`src/rtl/mc_ctrl_fsm.sv`:
```
// mc_ctrl_fsm: multi-cycle MIPS control FSM driving every datapath control and bus strobe
module mc_ctrl_fsm #(
  parameter bit OVF_TRAP = 1'b1,
  parameter bit ILL_TRAP = 1'b1
) (
  input  logic        clk,
  input  logic        rst,
  input  logic [31:0] inst,
  input  logic        zero,
  input  logic        overflow,
  input  logic        MIO_ready,
  output logic        PCWrite,
  output logic        PCWriteCond,
  output logic        Branch,
  output logic        IRWrite,
  output logic        RegWrite,
  output logic        lorD,
  output logic        ALUSrcA,
  output logic        S,
  output logic [1:0]  PCSource,
  output logic [1:0]  RegDst,
  output logic [1:0]  MemtoReg,
  output logic [1:0]  ALUSrcB,
  output logic [2:0]  ALU_Control,
  output logic        MemRead,
  output logic        MemWrite,
  output logic        ovf_trap,
  output logic        ill_trap,
  output logic [3:0]  state
);
  typedef enum logic [3:0] {
    ST_IF, ST_ID, ST_EX_R, ST_WB_R, ST_EX_I, ST_WB_I, ST_MA, ST_MRD,
    ST_WBL, ST_MWR, ST_BR, ST_J, ST_JAL, ST_JR, ST_LUI, ST_RSV
  } state_t;
  localparam logic [2:0] A_AND = 3'd0, A_OR = 3'd1, A_ADD = 3'd2, A_XOR = 3'd3;
  localparam logic [2:0] A_NOR = 3'd4, A_SRL = 3'd5, A_SUB = 3'd6, A_SLT = 3'd7;
  state_t cur, nxt, id_next;
  logic ovf, trap, ovf_op, is_srl, unused_bits;
  logic [2:0] alu_r, alu_i;
  logic [5:0] op, fn;
  assign op = inst[31:26];
  assign fn = inst[5:0];
  assign is_srl = fn == 6'h02;
  assign ovf_op = (op == 6'h00 && (fn == 6'h20 || fn == 6'h22)) || op == 6'h08;
  assign trap = OVF_TRAP && ovf;
  assign state = cur;
  // zero is consumed by the datapath's PC enable, not by the FSM itself
  assign unused_bits = ^{inst[25:6], zero};
  always_comb begin
    id_next = ST_IF;
    alu_r = A_ADD;
    alu_i = A_ADD;
    case (op)
      6'h00: begin
        id_next = ST_EX_R;
        case (fn)
          6'h20: alu_r = A_ADD;
          6'h22: alu_r = A_SUB;
          6'h24: alu_r = A_AND;
          6'h25: alu_r = A_OR;
          6'h26: alu_r = A_XOR;
          6'h27: alu_r = A_NOR;
          6'h02: alu_r = A_SRL;
          6'h2a: alu_r = A_SLT;
          6'h08: id_next = ST_JR;
          default: id_next = ST_IF;
        endcase
      end
      6'h23, 6'h2b: id_next = ST_MA;
      6'h04, 6'h05: id_next = ST_BR;
      6'h08: id_next = ST_EX_I;
      6'h0a: begin id_next = ST_EX_I; alu_i = A_SLT; end
      6'h0c: begin id_next = ST_EX_I; alu_i = A_AND; end
      6'h0d: begin id_next = ST_EX_I; alu_i = A_OR; end
      6'h0e: begin id_next = ST_EX_I; alu_i = A_XOR; end
      6'h0f: id_next = ST_LUI;
      6'h02: id_next = ST_J;
      6'h03: id_next = ST_JAL;
      default: id_next = ST_IF;
    endcase
  end
  always_comb begin
    nxt = ST_IF;
    PCWrite = 1'b0;
    PCWriteCond = 1'b0;
    Branch = 1'b0;
    IRWrite = 1'b0;
    RegWrite = 1'b0;
    lorD = 1'b0;
    ALUSrcA = 1'b0;
    S = 1'b0;
    PCSource = 2'b00;
    RegDst = 2'b00;
    MemtoReg = 2'b00;
    ALUSrcB = 2'b00;
    ALU_Control = A_ADD;
    MemRead = 1'b0;
    MemWrite = 1'b0;
    ovf_trap = 1'b0;
    ill_trap = 1'b0;
    case (cur)
      ST_IF: begin
        lorD = 1'b1;
        MemRead = 1'b1;
        ALUSrcA = 1'b1;
        ALUSrcB = 2'b01;
        PCWrite = 1'b1;
        IRWrite = MIO_ready;
        nxt = MIO_ready ? ST_ID : ST_IF;
      end
      ST_ID: begin
        ALUSrcA = 1'b1;
        ALUSrcB = 2'b11;
        nxt = id_next;
        ill_trap = ILL_TRAP && id_next == ST_IF;
      end
      ST_EX_R: begin
        ALU_Control = alu_r;
        ALUSrcA = is_srl;
        S = is_srl;
        nxt = ST_WB_R;
      end
      ST_WB_R: begin
        RegDst = 2'b01;
        RegWrite = !trap;
        ovf_trap = trap;
      end
      ST_EX_I: begin
        ALUSrcB = 2'b10;
        ALU_Control = alu_i;
        nxt = ST_WB_I;
      end
      ST_WB_I: begin
        RegWrite = !trap;
        ovf_trap = trap;
      end
      ST_MA: begin
        ALUSrcB = 2'b10;
        nxt = op[3] ? ST_MWR : ST_MRD;
      end
      ST_MRD: begin
        ALUSrcB = 2'b10;
        MemRead = 1'b1;
        nxt = MIO_ready ? ST_WBL : ST_MRD;
      end
      ST_WBL: begin
        MemtoReg = 2'b01;
        RegWrite = 1'b1;
      end
      ST_MWR: begin
        ALUSrcB = 2'b10;
        MemWrite = 1'b1;
        nxt = MIO_ready ? ST_IF : ST_MWR;
      end
      ST_BR: begin
        ALU_Control = A_SUB;
        PCWriteCond = 1'b1;
        PCSource = 2'b01;
        Branch = op[0];
      end
      ST_J: begin
        PCSource = 2'b10;
        PCWrite = 1'b1;
      end
      ST_JAL: begin
        PCSource = 2'b10;
        PCWrite = 1'b1;
        RegDst = 2'b10;
        MemtoReg = 2'b11;
        RegWrite = 1'b1;
      end
      ST_JR: begin
        PCSource = 2'b11;
        PCWrite = 1'b1;
      end
      ST_LUI: begin
        MemtoReg = 2'b10;
        RegWrite = 1'b1;
      end
      default: nxt = ST_IF;
    endcase
    if (rst) begin
      PCWrite = 1'b0;
      PCWriteCond = 1'b0;
      IRWrite = 1'b0;
      RegWrite = 1'b0;
      MemRead = 1'b0;
      MemWrite = 1'b0;
      ovf_trap = 1'b0;
      ill_trap = 1'b0;
    end
  end
  always_ff @(posedge clk) begin
    if (rst) begin
      cur <= ST_IF;
      ovf <= 1'b0;
    end else begin
      cur <= nxt;
      if (cur == ST_EX_R || cur == ST_EX_I) ovf <= ovf_op & overflow;
    end
  end
endmodule

```
`config.mk`:
```
export PLATFORM = sky130hd
export DESIGN_NAME = mc_ctrl_fsm
export DESIGN_NICKNAME = d
export VERILOG_FILES = /design/src/rtl/mc_ctrl_fsm.sv
export SDC_FILE = /design/constraint.sdc
export NUM_CORES = 1
export LEC_CHECK = 0
export ABC_CLOCK_PERIOD_IN_PS = 1900
export BUFFER_PORTS_ARGS = -buffer_cell sky130_fd_sc_hd__buf_4
export CAP_MARGIN = 20
export CORE_MARGIN = 5
export CORE_UTILIZATION = 43
export CTS_BUF_LIST = sky130_fd_sc_hd__clkbuf_8
export DETAILED_ROUTE_END_ITERATION = 12
export PLACE_DENSITY_LB_ADDON = 0.12
export SETUP_SLACK_MARGIN = 0.15
export SLEW_MARGIN = 5
export SYNTH_ARGS = -nofsm -noshare
export SYNTH_HDL_FRONTEND = slang
export SYNTH_SLANG_ARGS = --single-unit
export TNS_END_PERCENT = 30
```
`constraint.sdc`:
```
create_clock -name clk -period 1.9 [get_ports clk]
set_input_delay 0.19 -clock clk [delete_from_list [all_inputs] [get_ports clk]]
set_output_delay 0.19 -clock clk [all_outputs]
set_load 0.02 [all_outputs]
```
==> reports/qor.yml <==
dr_total_vias: 1300
place.gp.congestion: 0.864
rrSetupSlack_ps: 440
syn_nets: 187
cp.buffers_inverters: 2
grt_max_degree: 16
drt-wirelength-per-cell_um: 14.4
ys.warnings.count: 0
r2r-start: "state[2]"
total_power_mw: 0.520
critPathTopFamily: "simple AND/OR/NAND/NOR gates"
critPathCaptureType: "output port"
h-tree-depth: 1
die_h_um: 57.4
arrival_ps: 1600
cp-start-kind: "register"
drive_above_1_share_pct: 39.1
powerDensity_mw_per_mm2: 355
post-route-drc-count: 0
dp_cells: 219
syn_inst: 150
area_growth_pct: 51.8
rr_worst_depth: 5
r2r-end: "state[0]"
combinationalPowerShare_pct: 42.0
netlist.area_leader.share_pct: 11.3
fmax_mhz: 559
power.share.clock_pct: 35.7
fillerInstances: 195
setup_slack_ps: 112
synthTopCellsByArea: "nor2_1, dfxtp_1, nand2_1"
clock_skew_ps: 1.62
slew_violations: 0
n_antenna_cell: 0
synth.most_common_cell: "nor2_1"
grtUsageTotal_pct: 18.8
final_cells: 225
slew_headroom_pct: 74.4
synthArstFlopShare_pct: 0
first_global_vias: 1194
cp_max_fo: 7
drtPass1Iterations: 4
antenna_found_initial: 0
place_worst_setup_slack_ps: 52.7
rsz0062_at_grt: "true"
synth_area_um2: 966
finalSetupViolCount: 0
path_class: "reg2out"
cts-hold-fix-buffers: 0
ys_seq_elements: 5
dpl.hpwl_um: 2500
static-leakage-power_nw: 0.667
antenna_left: 0
grt_pass1_wl_um: 5200
synth-edff-count: 0
power.switching_mw: 0.177
synth.avg_cell_area_um2: 6.44
clk_latency_ps: 220
std_cell_rows: 17
yosysSeqAreaShare_pct: 10.4
coreArea_mm2: 0.00217
min_to: "ovf"
tightest_slew_ps: 380
synthTopCellsByCount: "nor2_1, nand2_1, inv_1"
ir_worst_vdd_mv: 0.333
clockBufferDepth: 2
status: "complete, no violations"
internal_power_mw: 0.343
grt_overflow: 0
hold_path_startpoint: "rst"
slowest_stage: "dfxtp_1"
port_buffers: 42
min_path_cells: 2
drtIter0Drc: 54
synth_cell_types: 46
vias_per_cell: 5.78
die_w_um: 57.4
hold_path.class: "in2reg"
swShare_pct: 34.0
nets: 235
crit_path_max_incr_delay_ps: 320
wl_um: 3240
io_pins: 64
post-route-period-util_pct: 94.1
start_util_pct: 44.5
clockRootBuffer: "clkbuf_8"
cts_sinks: 5
drv_cap: 0
synth_area_leader_cell: "nor2_1"
hold_viol_final: 0
die-area_mm2: 0.00329
cts_buffers: 3
cp_cell_sequence: "buf_4, nor2_1, nand3_1, nor2_2, nor4b_2, buf_4"
path_clk_slew_ps: 30
required_ps: 1710
power_frac_seq_pct: 22.2
utilization_pct: 67.6
fin_crit_ps: 1790
crit_top_cell: "buf_4"
ys.flop_type: "dfxtp_1"
cts_tree: "built"
## cell families after synthesis
kind of cell,Yosys count,share of synthesized area (%)
DFF,5,10.4
xor gates and xnor gates,1,0.907
muxes,4,4.40
AOI/OAI and AO/OA,38,28.4
buffers and inverters,19,11.5
and+or+nand+nor,83,44.4
## through the flow
stage	instance area, µm²	hold WS, ps	setup TNS [ps]
CTS	1410	231	0
global placement	1330	452	0
detailed placement	1330	460	0
floorplan	983	399	-62.6
finish	1470	241	0
global route	1470	240	0
## per-layer routing
metal | share of wire, % | wire (µm) | vias up | global-route usage (%)
li1 | - | - | 647 | -
met1 | 45 | 1440 | 598 | 26.2
met2 | 47 | 1510 | 53 | 30.5
met3 | 7.9 | 256 | 2 | 1.81
met4 | 0.74 | 24 | 0 | 5.30
met5 | 0 | 0 | - | 0
## layout make-up
cell class	count	area, µm²	share of cell area, %
multi-input combinational	126	822	56.1
sequential	5	105	7.17
timing repair buffer	54	429	29.3
tap	28	35.0	2.39
clock inverter	1	3.75	0.256
inverter	8	30.0	2.05
clock buffer	3	41.3	2.82
## placed cells by master (no fill, tap or decap), types with 2 or more instances in the layout
| cell type | synthesis | final |
|---|---|---|
| buf_4 | 0 | 50 |
| nor2_1 | 29 | 26 |
| nand2_1 | 13 | 12 |
| inv_1 | 8 | 9 |
| o21ai_0 | 7 | 7 |
| nand3_1 | 7 | 7 |
| a21oi_1 | 7 | 7 |
| nor2b_1 | 6 | 5 |
| a31oi_1 | 4 | 4 |
| nor3_1 | 5 | 4 |
| nand2b_1 | 3 | 3 |
| o2bb2ai_1 | 3 | 3 |
| nor4_1 | 4 | 3 |
| clkbuf_8 | 3 | 3 |
| buf_6 | 1 | 3 |
| dfxtp_1 | 5 | 3 |
| and3_1 | 2 | 2 |
| or2_2 | 2 | 2 |
| mux2_2 | 2 | 2 |
| nand4_1 | 2 | 2 |
| nor2_4 | 0 | 2 |
| a21o_1 | 2 | 2 |
| a211oi_1 | 2 | 2 |
| mux2i_1 | 2 | 2 |
| nor4b_1 | 3 | 2 |
| o21bai_1 | 2 | 2 |
## worst max path at each step
stage                     depth (start not counted)        endpoint     start  slack [ps]
after detailed placement                          6  ALU_Control[1]  inst[26]          50
after global routing                              6        ill_trap  state[2]          50
after floorplan                                   4  ALU_Control[0]  inst[28]         -60
after CTS                                         6  ALU_Control[1]  inst[28]         110
final                                             6        ill_trap  state[2]         110
after global placement                            6  ALU_Control[1]  inst[26]          60
## sequential cells by signal (all words and copies together), names as in the netlist
signal  count
ovf         1
state       4
## repair_timing
item,in CTS,in global routing
resized for setup,8,8
pin swaps,2,2
setup endpoints to repair,9,11
setup buffers,0,2
## power by group through the flow
stage | registers (mW) | logic, mW | clock network, mW
finish | 0.116 | 0.219 | 0.186
global route | 0.116 | 0.239 | 0.203
CTS | 0.117 | 0.212 | 0.191
detailed placement | 0.118 | 0.206 | 0
global placement | 0.118 | 0.201 | 0
floorplan | 0.116 | 0.133 | 0
Power figures use the tool's default switching activity.
